`src/rtl/mem_port_arb.sv`:
```
// Arbitrates the fetch (I) and memory-stage (D) requesters onto one memory port and routes the in-order responses back.
// Optional macro MEM_ARB_RR_EN: round-robin arbitration on contention instead of fixed D priority.
module mem_port_arb #(
    parameter int MAX_OUTST = 2,
    parameter int N_BITS    = 32,
    parameter int CNT_W     = $clog2(MAX_OUTST + 1)
) (
    input  logic                clk,
    input  logic                rst,

    input  logic                i_req_valid,
    output logic                i_req_ready,
    input  logic [N_BITS-1:0]   i_req_addr,

    input  logic                d_req_valid,
    output logic                d_req_ready,
    input  logic [N_BITS-1:0]   d_req_addr,
    input  logic                d_req_we,
    input  logic [N_BITS-1:0]   d_req_wdata,
    input  logic [N_BITS/8-1:0] d_req_wstrb,

    output logic                mem_req_valid,
    input  logic                mem_req_ready,
    output logic [N_BITS-1:0]   mem_req_addr,
    output logic                mem_req_we,
    output logic [N_BITS-1:0]   mem_req_wdata,
    output logic [N_BITS/8-1:0] mem_req_wstrb,

    input  logic                mem_rsp_valid,
    input  logic [N_BITS-1:0]   mem_rsp_data,

    output logic                i_rsp_valid,
    output logic                d_rsp_valid,
    output logic [N_BITS-1:0]   rsp_data,
    output logic [CNT_W-1:0]    outst_cnt,
    output logic                err_spur_rsp,
    output logic [1:0]          dbg_lock_state
);

    // Handshake: a transfer happens on a cycle where valid && ready are both high;
    // the source holds valid and payload stable until then. Applies to i_req_*,
    // d_req_* and mem_req_* alike.

    localparam int PTR_W = (MAX_OUTST > 1) ? $clog2(MAX_OUTST) : 1;

    typedef enum logic [1:0] {
        ST_UNLOCKED = 2'd0,
        ST_LOCKED_I = 2'd1,
        ST_LOCKED_D = 2'd2
    } lock_state_t;

    lock_state_t            r_state;
    logic [CNT_W-1:0]       r_cnt;
    logic [MAX_OUTST-1:0]   r_fifo;
    logic [PTR_W-1:0]       r_wptr;
    logic [PTR_W-1:0]       r_rptr;
    logic                   r_err;

    logic                   w_can_issue;
    logic                   w_grant_d;
    logic                   w_mem_hs;
    logic                   w_empty;
    logic                   w_pop;
    logic                   w_head;

`ifdef MEM_ARB_RR_EN
    logic                   r_last_grant;
    logic                   w_contend;
    assign w_contend = i_req_valid && d_req_valid;
`endif

    function automatic logic [PTR_W-1:0] ptr_inc(input logic [PTR_W-1:0] p);
        if (p == PTR_W'(MAX_OUTST - 1)) begin
            return '0;
        end
        return p + 1'b1;
    endfunction

    // Slot availability uses only the registered count; a response in the
    // same cycle does not free a slot for the request.
    assign w_can_issue = (r_cnt < CNT_W'(MAX_OUTST));

    always_comb begin
        w_grant_d = d_req_valid;
        case (r_state)
            ST_LOCKED_I: w_grant_d = 1'b0;
            ST_LOCKED_D: w_grant_d = 1'b1;
            default: begin
`ifdef MEM_ARB_RR_EN
                w_grant_d = w_contend ? !r_last_grant : d_req_valid;
`else
                w_grant_d = d_req_valid;
`endif
            end
        endcase
    end

    assign mem_req_valid = w_can_issue && (i_req_valid || d_req_valid);
    assign w_mem_hs      = mem_req_valid && mem_req_ready;
    assign i_req_ready   = !w_grant_d && i_req_valid && w_mem_hs;
    assign d_req_ready   =  w_grant_d && d_req_valid && w_mem_hs;

    always_comb begin
        mem_req_addr  = i_req_addr;
        mem_req_we    = 1'b0;
        mem_req_wdata = '0;
        mem_req_wstrb = '0;
        if (w_grant_d) begin
            mem_req_addr  = d_req_addr;
            mem_req_we    = d_req_we;
            mem_req_wdata = d_req_wdata;
            mem_req_wstrb = d_req_wstrb;
        end
    end

    // Responses come back in issue order, so the FIFO head names the owner.
    assign w_empty      = (r_cnt == '0);
    assign w_pop        = mem_rsp_valid && !w_empty;
    assign w_head       = r_fifo[r_rptr];
    assign i_rsp_valid  = w_pop && !w_head;
    assign d_rsp_valid  = w_pop &&  w_head;
    assign rsp_data     = mem_rsp_data;
    assign outst_cnt    = r_cnt;
    assign err_spur_rsp = r_err;
    assign dbg_lock_state = r_state;

    always_ff @(posedge clk) begin
        if (rst) begin
            r_state <= ST_UNLOCKED;
        end else begin
            case (r_state)
                ST_UNLOCKED: begin
                    if (mem_req_valid && !mem_req_ready) begin
                        r_state <= w_grant_d ? ST_LOCKED_D : ST_LOCKED_I;
                    end
                end
                ST_LOCKED_I, ST_LOCKED_D: begin
                    if (w_mem_hs) begin
                        r_state <= ST_UNLOCKED;
                    end
                end
                default: r_state <= ST_UNLOCKED;
            endcase
        end
    end

    always_ff @(posedge clk) begin
        if (rst) begin
            r_cnt  <= '0;
            r_fifo <= '0;
            r_wptr <= '0;
            r_rptr <= '0;
            r_err  <= 1'b0;
        end else begin
            if (w_mem_hs) begin
                r_fifo[r_wptr] <= w_grant_d;
                r_wptr         <= ptr_inc(r_wptr);
            end
            if (w_pop) begin
                r_rptr <= ptr_inc(r_rptr);
            end
            case ({w_mem_hs, w_pop})
                2'b10:   r_cnt <= r_cnt + 1'b1;
                2'b01:   r_cnt <= r_cnt - 1'b1;
                default: r_cnt <= r_cnt;
            endcase
            // Sticky until reset so a stray response is never lost to software.
            if (mem_rsp_valid && w_empty) begin
                r_err <= 1'b1;
            end
        end
    end

`ifdef MEM_ARB_RR_EN
    always_ff @(posedge clk) begin
        if (rst) begin
            r_last_grant <= 1'b0;
        end else if (w_mem_hs) begin
            r_last_grant <= w_grant_d;
        end
    end
`endif

endmodule

```
`config.mk`:
```
export PLATFORM = sky130hd
export DESIGN_NAME = mem_port_arb
export DESIGN_NICKNAME = d
export VERILOG_FILES = /design/src/rtl/mem_port_arb.sv
export SDC_FILE = /design/constraint.sdc
export NUM_CORES = 1
export LEC_CHECK = 0
export ABC_AREA = 1
export CAP_MARGIN = 20
export CORE_AREA = 2 2 98 100
export DETAILED_ROUTE_END_ITERATION = 12
export DIE_AREA = 0 0 100 102
export GPL_ROUTABILITY_DRIVEN = 0
export GPL_TIMING_DRIVEN = 0
export SLEW_MARGIN = 5
export SYNTH_ARGS = -nofsm -noshare
export SYNTH_HDL_FRONTEND = slang
export SYNTH_SLANG_ARGS = --single-unit
```
`constraint.sdc`:
```
create_clock -name clk -period 2 [get_ports clk]
set_input_delay 0.4 -clock clk [delete_from_list [all_inputs] [get_ports clk]]
set_output_delay 0.4 -clock clk [all_outputs]
set_load 0.01 [all_outputs]
```
# Word-level counts from Yosys, hierarchy flattened
# Cells that the tools add are included.
# op_classes
add_sub_neg	4
order_cmp	4
n_eq_ne	6
n_mux	25
reduce_logical	22
# ops
cell	n
$mux W32	2
$mux W1	14
$logic_and A1 B1 Y1	12
$pmux W2 S2	2
$mux W2	3
$eq A2 B1 Y1 const B	2
$eq A2 B2 Y1 const B	2
$logic_not A1 Y1	4
$logic_not A2 Y1	2
$lt A1 B2 Y1 const B	2
$mux W4	1
$ne A2 B2 Y1 const B	2
$add A1 B1 Y1 const B	2
$add A2 B1 Y2 const B	1
$bwmux W2	1
$lt A2 B2 Y1 const B	1
$pmux W1 S2	1
$reduce_and A2 Y1	1
$reduce_bool A2 Y1	1
$reduce_or A2 Y1	1
$sub A2 B1 Y2 const B	1
$demux W1 S1	1
$ge A1 B1 Y1 const B	1
$logic_or A1 B1 Y1	1
# word_totals
reg_bits	9
in_bits	139
output_inout_bits	111
wordCells	67

# Depth between registers and ports, before layout
# Gate-level depths: netlist of run 1.
# depth
depth_word	6
ltp_mapped	10
mapped_depth_nobuf	10

# Worst setup path after synthesis of run 1
# Ideal clock, no wire load.
# synth_path
kind	register to output
start	register r_state[0], in the netlist dbg_lock_state[0]
end	output mem_req_addr[0]
arrival_time_ps	1450
required_ps	1600
setup_slack_ps	150
path_stages_with_launch	7
n_path_buf	1
path_cell_list	dfxtp_1 > inv_1 > ha_1 > o21ai_2 > buf_2 > nand2_1 > nand2_1
# synth_between
elab_chain_cells	3
elab_cells_between_ends	4
cone_classes	2 x eq/ne; 2 x mux
# synth_lines
element	line_no	source
start: declaration	52	lock_state_t r_state;
start signal: assignment	134	r_state <= w_grant_d ? ST_LOCKED_D : ST_LOCKED_I;
$eq A2 B2 Y1 / $eq A2 B1 Y1 (equally long branches)	85	case (r_state)
$pmux W1 S2 (*)	85	
$mux W32 (*)	108	if (w_grant_d) begin
end: declaration	24	output logic [N_BITS-1:0] mem_req_addr,
# Every way passes the cells marked *; elsewhere a longest branch is shown, timed or not.

# Worst setup path after layout of run 1
# layout_path
start	register r_state[0], in the netlist dbg_lock_state[0]
end	output d_req_ready
# layout_between
elab_chain_cells	4
elab_cells_between_ends	5
cone_classes	2 x eq/ne; 1 x mux; 2 x reduce/logical
# layout_lines
element	line_no	source
$eq A2 B2 Y1 / $eq A2 B1 Y1 (equally long branches)	85	
$pmux W1 S2 (*)	85	
$logic_and A1 B1 Y1 (*) (2 in series)	101	assign d_req_ready = w_grant_d && d_req_valid && w_mem_hs;
end: declaration	16	output logic d_req_ready,
# Marks and branches as above.

==> results.md, run 1 <==
- Status: finished, violations left
- Failing checks: negative setup slack
- Die Ht: approximately 100 um
- Fill count: between 800 and 900
- Setup ws final: -118 ps
- Largest net degree at the start of global routing: 11
- Footprint of the multi-input gates: about 1200 um^2
- Non-filler cells, final: ~650
- Leakage power: ~2.3 nW
- Core box area: around 9100 um^2
- Post-synth EDFFs: 0
- Detailed Place HPWL: 6510 um
- Hold Fails Final Rpt: 0
- Final Setup Violations: 56
- Vias in the first global route: between 2000 and 2500
- Initial Util: between 10% and 20%
- Synth Cell Area: roughly 1400 um^2
- Most common cell in the netlist: nand2_1
- # port buffers: approximately 220
- Worst Setup End Kind: primary output
- Max-cap violations: 0
- Post-synthesis cell type count: 17
- Reg area: between 150 and 200 um^2
- Area Growth Syn to Fin: 213%
- # diodes: 0
- Max-Slew Margin vs Limit: ~77%
- Worst EP arrival: 1720 ps
- Clock sinks: 9
- Setup TNS Final: -3480 ps
- Most instantiated cells after synthesis: 108 x nand2_1, 50 x inv_1, 49 x nor2_1
- Fin crit period: roughly 2100 ps
- DP Area: about 3800 um^2
- Average routed wire per standard cell: 13.7 um
- Hold endpoint: err_spur_rsp$_SDFFE_PP0P_
- Setup slack at placement: -819 ps
- Chip Width: approximately 100 um
- Layout net count: 685
- Hold Crit Class: flip-flop to flip-flop
- Drt pass-1 iters: 4
- Worst Path Max Fanout: 9
- Startpoint Class: flip-flop
- Deepest clock path buffer count: 2
- Worst vdd ir: just over 0.7 mV
- Async SR Flop Fraction: 0%
- All-Layer GR Usage: 15.0%
- Final ANT Viol Nets: 0
- CTS buffer count: 3
- I/O pin total: 250
- Worst Tran Pin Value: ~340 ps
- Setup crit start: dbg_lock_state[0]$_SDFFE_PP0P_
- Setup CP Type: flip-flop to primary output
- Max-slew violation count: 0
- Area leader, netlist: nand2_1
- Yosys Warn Count: 0
- HP Start: err_spur_rsp$_SDFFE_PP0P_
- Iteration-0 DRC count of the detailed router: 49
- Worst-path clk slew: ~40 ps
- FMAX: between 400 and 500 MHz
- Unrepaired setup endpoints after global routing: true
- Worst Reg-to-Reg Cells: 10
- Vias: 2566
- Vias per cell: ~3.9
- H-tree Lvls: 1
- Synth Area per Inst: 5.01 um^2
- Hold depth: 2
- Reg2Reg Launch Point: dbg_lock_state[0]$_SDFFE_PP0P_
- Top cell type's share of synthesized area: around 28%
- Setup Skew: 2.74 ps
- Flops & latches, synth: 9
- Congestion Overflow GR: 0
- R2R setup slack: 310 ps
- Row Count: 35
- Crit share post-route: 106%
- Total Routed Length: around 9000 um
- P per Cell Area: 1180 nW/um^2
- Reg2reg end: r_fifo[0]$_SDFFE_PP0P_
- Clock Latency Late Sink: between 200 and 250 ps
- Net count after synthesis: 431
- Seq/Total Area, Yosys: ~12%
- Predominant post-synthesis flop cell: dfxtp_1
- Cell count after synthesis: 289
- Initial antenna violation count: 0
- Design area: 4540 um^2
- DR DRC count: 0
- CTS tree: yes
- First-pass GRT wire length: around 12000 um
- Post-Place Cells: just over 600
- Share of cells above drive strength 1: roughly 46%
- DIE AREA: ~10000 um^2
- Required @ worst endpoint: ~1600 ps
- Top cells by area, synth: nand2_1 28%, buf_4 17%, inv_1 13%, nor2_1 13%, dfxtp_1 12%
- Root Buffer: clkbuf_8
## state kept, by name (all words and copies together), names as in the netlist
name / count
dbg_lock_state: 2
outst_cnt: 2
r_fifo: 2
err_spur_rsp: 1
r_rptr: 1
r_wptr: 1
## layout make-up
| class | count | area share [%] |
|---|---|---|
| inverters | 52 | 4.36 |
| well taps | 111 | 3.06 |
| flip-flops and latches | 9 | 4.03 |
| plain buffers | 40 | 7.92 |
| repair buffers | 251 | 53.6 |
| multi-input cells | 186 | 26.1 |
| clock buffers | 4 | 0.993 |
## repair_timing
item | in CTS | in global routing
resized for setup | 369 | 126
hold buffers | 0 | 0
buffers inserted | 21 | 6
pin swaps | 11 | 29
gates cloned | 7 | 3
endpoints found under the setup margin | 74 | 71
## power breakdown
group	internal (mW)	total (mW)	switching (mW)
sequential	0.225	0.258	0.0330
clock	0.139	0.209	0.0702
combinational	2.64	4.88	2.24
## metal layers
layer / GRT usage (%) / routed length [um] / up-vias
met5: 0 / 0 / -
met4: 3.37 / 144 / 0
met3: 2.39 / 607 / 13
met2: 30.0 / 4980 / 98
met1: 16.4 / 3180 / 1145
li1: - / - / 1310
## through the flow
stage	hold slack, ps	power (mW)	utilization (%)
5_1_grt	527	5.71	49.8
3_5_place_dp	462	3.50	41.3
6_report	474	5.35	49.8
2_1_floorplan	448	1.66	-
3_3_place_gp	456	3.46	41.3
4_1_cts	476	4.48	44.0
## cells in the final DEF (no fill, tap or decap)
master	netlist	routed
dlygate4sd2_1	0	4
clkbuf_16	0	3
a21oi_1	7	7
clkdlybuf4s50_1	0	142
inv_1	50	48
inv_4	0	1
nor3_4	0	2
nand3_1	3	3
dfxtp_2	0	2
nand2_1	108	46
nor2_4	0	12
nor3_1	3	2
nand3_4	0	1
inv_2	2	3
ha_1	3	1
nand2_2	0	48
o21ai_0	8	7
clkbuf_1	0	1
nor2_1	49	26
or2_2	1	1
ha_4	0	2
o21ai_4	1	2
buf_4	32	40
buf_12	0	8
clkbuf_8	0	3
buf_2	10	48
dfxtp_1	9	7
buf_16	0	1
o21ai_1	0	1
nand2_4	0	14
nor2_2	0	11
buf_6	0	39
buf_8	0	6
## kinds of logic (layout without fill, tap and decap cells)
family | count (synthesis) | count (layout) | share of synthesized area (%)
and+or+nand+nor | 166 | 166 | 44.6
buffers and inverters | 94 | 347 | 33.5
AOI/OAI and AO/OA | 17 | 17 | 6.91
DFF | 9 | 9 | 12.4
adders and majority gates | 3 | 3 | 2.59
## worst max-delay path: stages (launching register included)
cell       delay (ps)
dfxtp_2           330
inv_2              50
ha_4              290
inv_4              50
nand2_4            70
o21ai_4            60
buf_12            150
clkbuf_16         170
nor3_4            160
buf_2             150
## how the worst max path moves through the flow
| stage | end | slack (ps) | cells past startpoint |
|---|---|---|---|
| after floorplan | mem_req_addr[0] | 150 | 6 |
| after global placement | mem_req_addr[2] | -810 | 7 |
| after detailed placement | mem_req_addr[2] | -820 | 7 |
| after CTS | mem_req_addr[23] | -120 | 10 |
| after global routing | d_req_ready | -200 | 9 |
| final | d_req_ready | -120 | 9 |
Note: power is estimated with default switching activity, not from simulation.
==> inputs of run 2 (changes only) <==
HOLD_SLACK_MARGIN = 0.12   (was default)
REMOVE_ABC_BUFFERS = 1   (was default)
==> run 2 against run 1 <==
  * The run still ends with negative setup slack left
  * Register-to-register slack got worse by 170 ps
  * Wire length increased by 6.6%
  * Hold slack better by 8.2 ps
  * Combinational power rose by 12%
  * Clock skew down 1.7 ps
  * Non-clock buffer count is 57 lower
  * Maximum frequency fell by 8.3%
  * Sequential power hardly changed
  * Critical path type unchanged
  * Largest cell class unchanged
==> results.md, run 2 (synthesis gave the netlist of run 1 again) <==
- Worst EP arrival: 1910 ps
- Unrepaired setup endpoints after global routing: true
- Power Internal: around 3.4 mW
- Initial antenna violation count: 0
- Slowest CP cell: dfxtp_2
- Worst Setup EP: mem_req_addr[16]
- Root Buffer: clkbuf_8
- Worst vdd ir: roughly 0.92 mV
- Average routed wire per standard cell: roughly 16 um
- Required @ worst endpoint: approximately 1600 ps
- Psw: around 2.5 mW
- Max-Slew Margin vs Limit: between 70% and 80%
- Gate power share: about 90%
- # port buffers: 185
- Drt pass-1 iters: 4
- Most frequent cells in the layout: 111 x clkdlybuf4s50_1, 79 x nand2_1, 50 x buf_6
- Chip Width: roughly 100 um
- Setup ws final: -309 ps
- R2R setup slack: about 140 ps
- DR DRC count: 0
- H-tree Lvls: 1
- Worst-path clk slew: ~50 ps
- Hold Crit Class: flip-flop to flip-flop
- Startpoint Class: flip-flop
- Worst path depth: 11
- Reg2Reg Launch Point: dbg_lock_state[1]$_SDFFE_PP0P_
- Vias: about 2500
- Clock Latency Late Sink: approximately 230 ps
- Share of cells above drive strength 1: between 40% and 50%
- Final Setup Violations: slightly below 70
- Detailed Place HPWL: between 6000 and 7000 um
- Row Count: 35
- I/O pin total: 250
- All-Layer GR Usage: around 16%
- Vias per cell: roughly 4.1
- CTS tree: yes
- Iteration-0 DRC count of the detailed router: 20
- DIE AREA: roughly 10000 um^2
- Max-cap violations: 0
- Design area: 4200 um^2
- Setup TNS Final: -13290 ps
- Number of hold buffers added after CTS: 0
- Largest net degree at the start of global routing: 14
- Crit-path leading delay family: buffers and inverters
- FMAX: 433 MHz
- P per Cell Area: roughly 1400 nW/um^2
- Setup Skew: roughly 1.1 ps
- Total Routed Length: roughly 9500 um
- Worst Setup End Kind: primary output
- Die Ht: slightly above 100 um
- Core box area: slightly above 9000 um^2
- Congestion Overflow GR: 0
- Worst Reg-to-Reg Cells: 13
- Area Growth Syn to Fin: 190%
- Layout net count: ~630
- Final Power: 5.93 mW
- Worst-path cell chain: inv_2 -> ha_4 -> inv_4 -> o21ai_4 -> clkbuf_16 -> buf_6 -> buf_12 -> buf_16 -> nand2_2 -> nand2_1 -> buf_2
- Setup crit start: dbg_lock_state[0]$_SDFFE_PP0P_
- Clock power frac: about 3.6%
- Failing checks: negative setup slack
- Status: finished, violations left
- Final ANT Viol Nets: 0
- Reg2reg end: dbg_lock_state[1]$_SDFFE_PP0P_
- Net Sw Frac: about 42%
- Fill count: ~910
- Setup CP Type: flip-flop to primary output
- Max-slew violation count: 0
- Initial Util: about 16%
- Vias in the first global route: about 2300
- CTS buffer count: 3
- First-pass GRT wire length: about 13000 um
- Deepest clock path buffer count: 2
- # diodes: 0
- Leakage power: roughly 2.1 nW
- Slowest cell delay on critical path: ~340 ps
- Fin crit period: approximately 2300 ps
- Hold Fails Final Rpt: 0
- DP Area: roughly 3200 um^2
- Flop pwr share: under 10%
- Worst Path Max Fanout: 8
- Clock sinks: 9
- Commonest non-fill, non-tap cell in the layout: clkdlybuf4s50_1
- Crit share post-route: 115%
- Worst Tran Pin Value: approximately 350 ps
- Crit path buf inv count: 7
## run 2: how the worst min path moves through the flow
stage	to	start	depth (start not counted)	slack, ps
2_1_floorplan	r_rptr$_SDFFE_PP0P_	r_rptr$_SDFFE_PP0P_	2	450
3_3_place_gp	err_spur_rsp$_SDFFE_PP0P_	err_spur_rsp$_SDFFE_PP0P_	2	450
3_5_place_dp	r_rptr$_SDFFE_PP0P_	r_rptr$_SDFFE_PP0P_	2	470
4_1_cts	r_rptr$_SDFFE_PP0P_	r_rptr$_SDFFE_PP0P_	2	480
5_1_grt	r_rptr$_SDFFE_PP0P_	r_rptr$_SDFFE_PP0P_	2	520
6_report	r_rptr$_SDFFE_PP0P_	r_rptr$_SDFFE_PP0P_	2	480
## run 2: power by group through the flow
stage	Clock (mW)	Sequential, mW	Combinational [mW]
CTS	0.217	0.260	4.62
detailed placement	0	0.263	3.21
global placement	0	0.260	3.00
floorplan	0	0.267	1.25
global route	0.228	0.264	5.82
finish	0.212	0.259	5.46
## run 2: repair_timing
action | in CTS | in global routing
gates cloned | 11 | 0
pin swaps | 7 | 13
setup buffers | 27 | 14
gates resized for setup | 305 | 174
setup endpoints to repair | 74 | 72
## run 2: routing by layer
layer  global-route usage, %  part of all wire, %  vias up
met3                    8.07                   13        2
li1                        -                    -     1203
met2                    28.4                   49      151
met4                    1.37                 0.46        0
met5                       0                    0        -
met1                    18.3                   38     1106
## run 2: layout make-up
class                           count  area, um^2  share of cell area [%]
Timing Repair Buffer              234        2490                    59.3
Sequential cell                     9         183                    4.35
Tap cell                          111         139                    3.31
Clock buffer                        4        45.0                    1.07
Inverter                           52         198                    4.71
Multi-Input combinational cell    186        1140                    27.3
## run 2: tightest hold or removal path, cell delays in order (launching register included)
cell and delay (ps):
dfxtp_1 300, inv_1 70, a21oi_1 60
## run 2: metrics by stage
| step | util (%) | worst slack [ps] | hold WS, ps | cells |
|---|---|---|---|---|
| 6_report | 46.1 | -309 | 482 | 596 |
| 5_1_grt | 46.1 | -386 | 517 | 596 |
| 4_1_cts | 41.1 | -352 | 478 | 587 |
| 3_5_place_dp | 35.5 | -846 | 471 | 546 |
| 3_3_place_gp | 34.6 | -1460 | 452 | 543 |
| 2_1_floorplan | - | -376 | 448 | 247 |
==> inputs of run 3 (changes only) <==
REMOVE_ABC_BUFFERS = default   (was 1)
==> results of run 3 <==
Same layout as run 1: the final DEF is identical, and so are final timing and power.
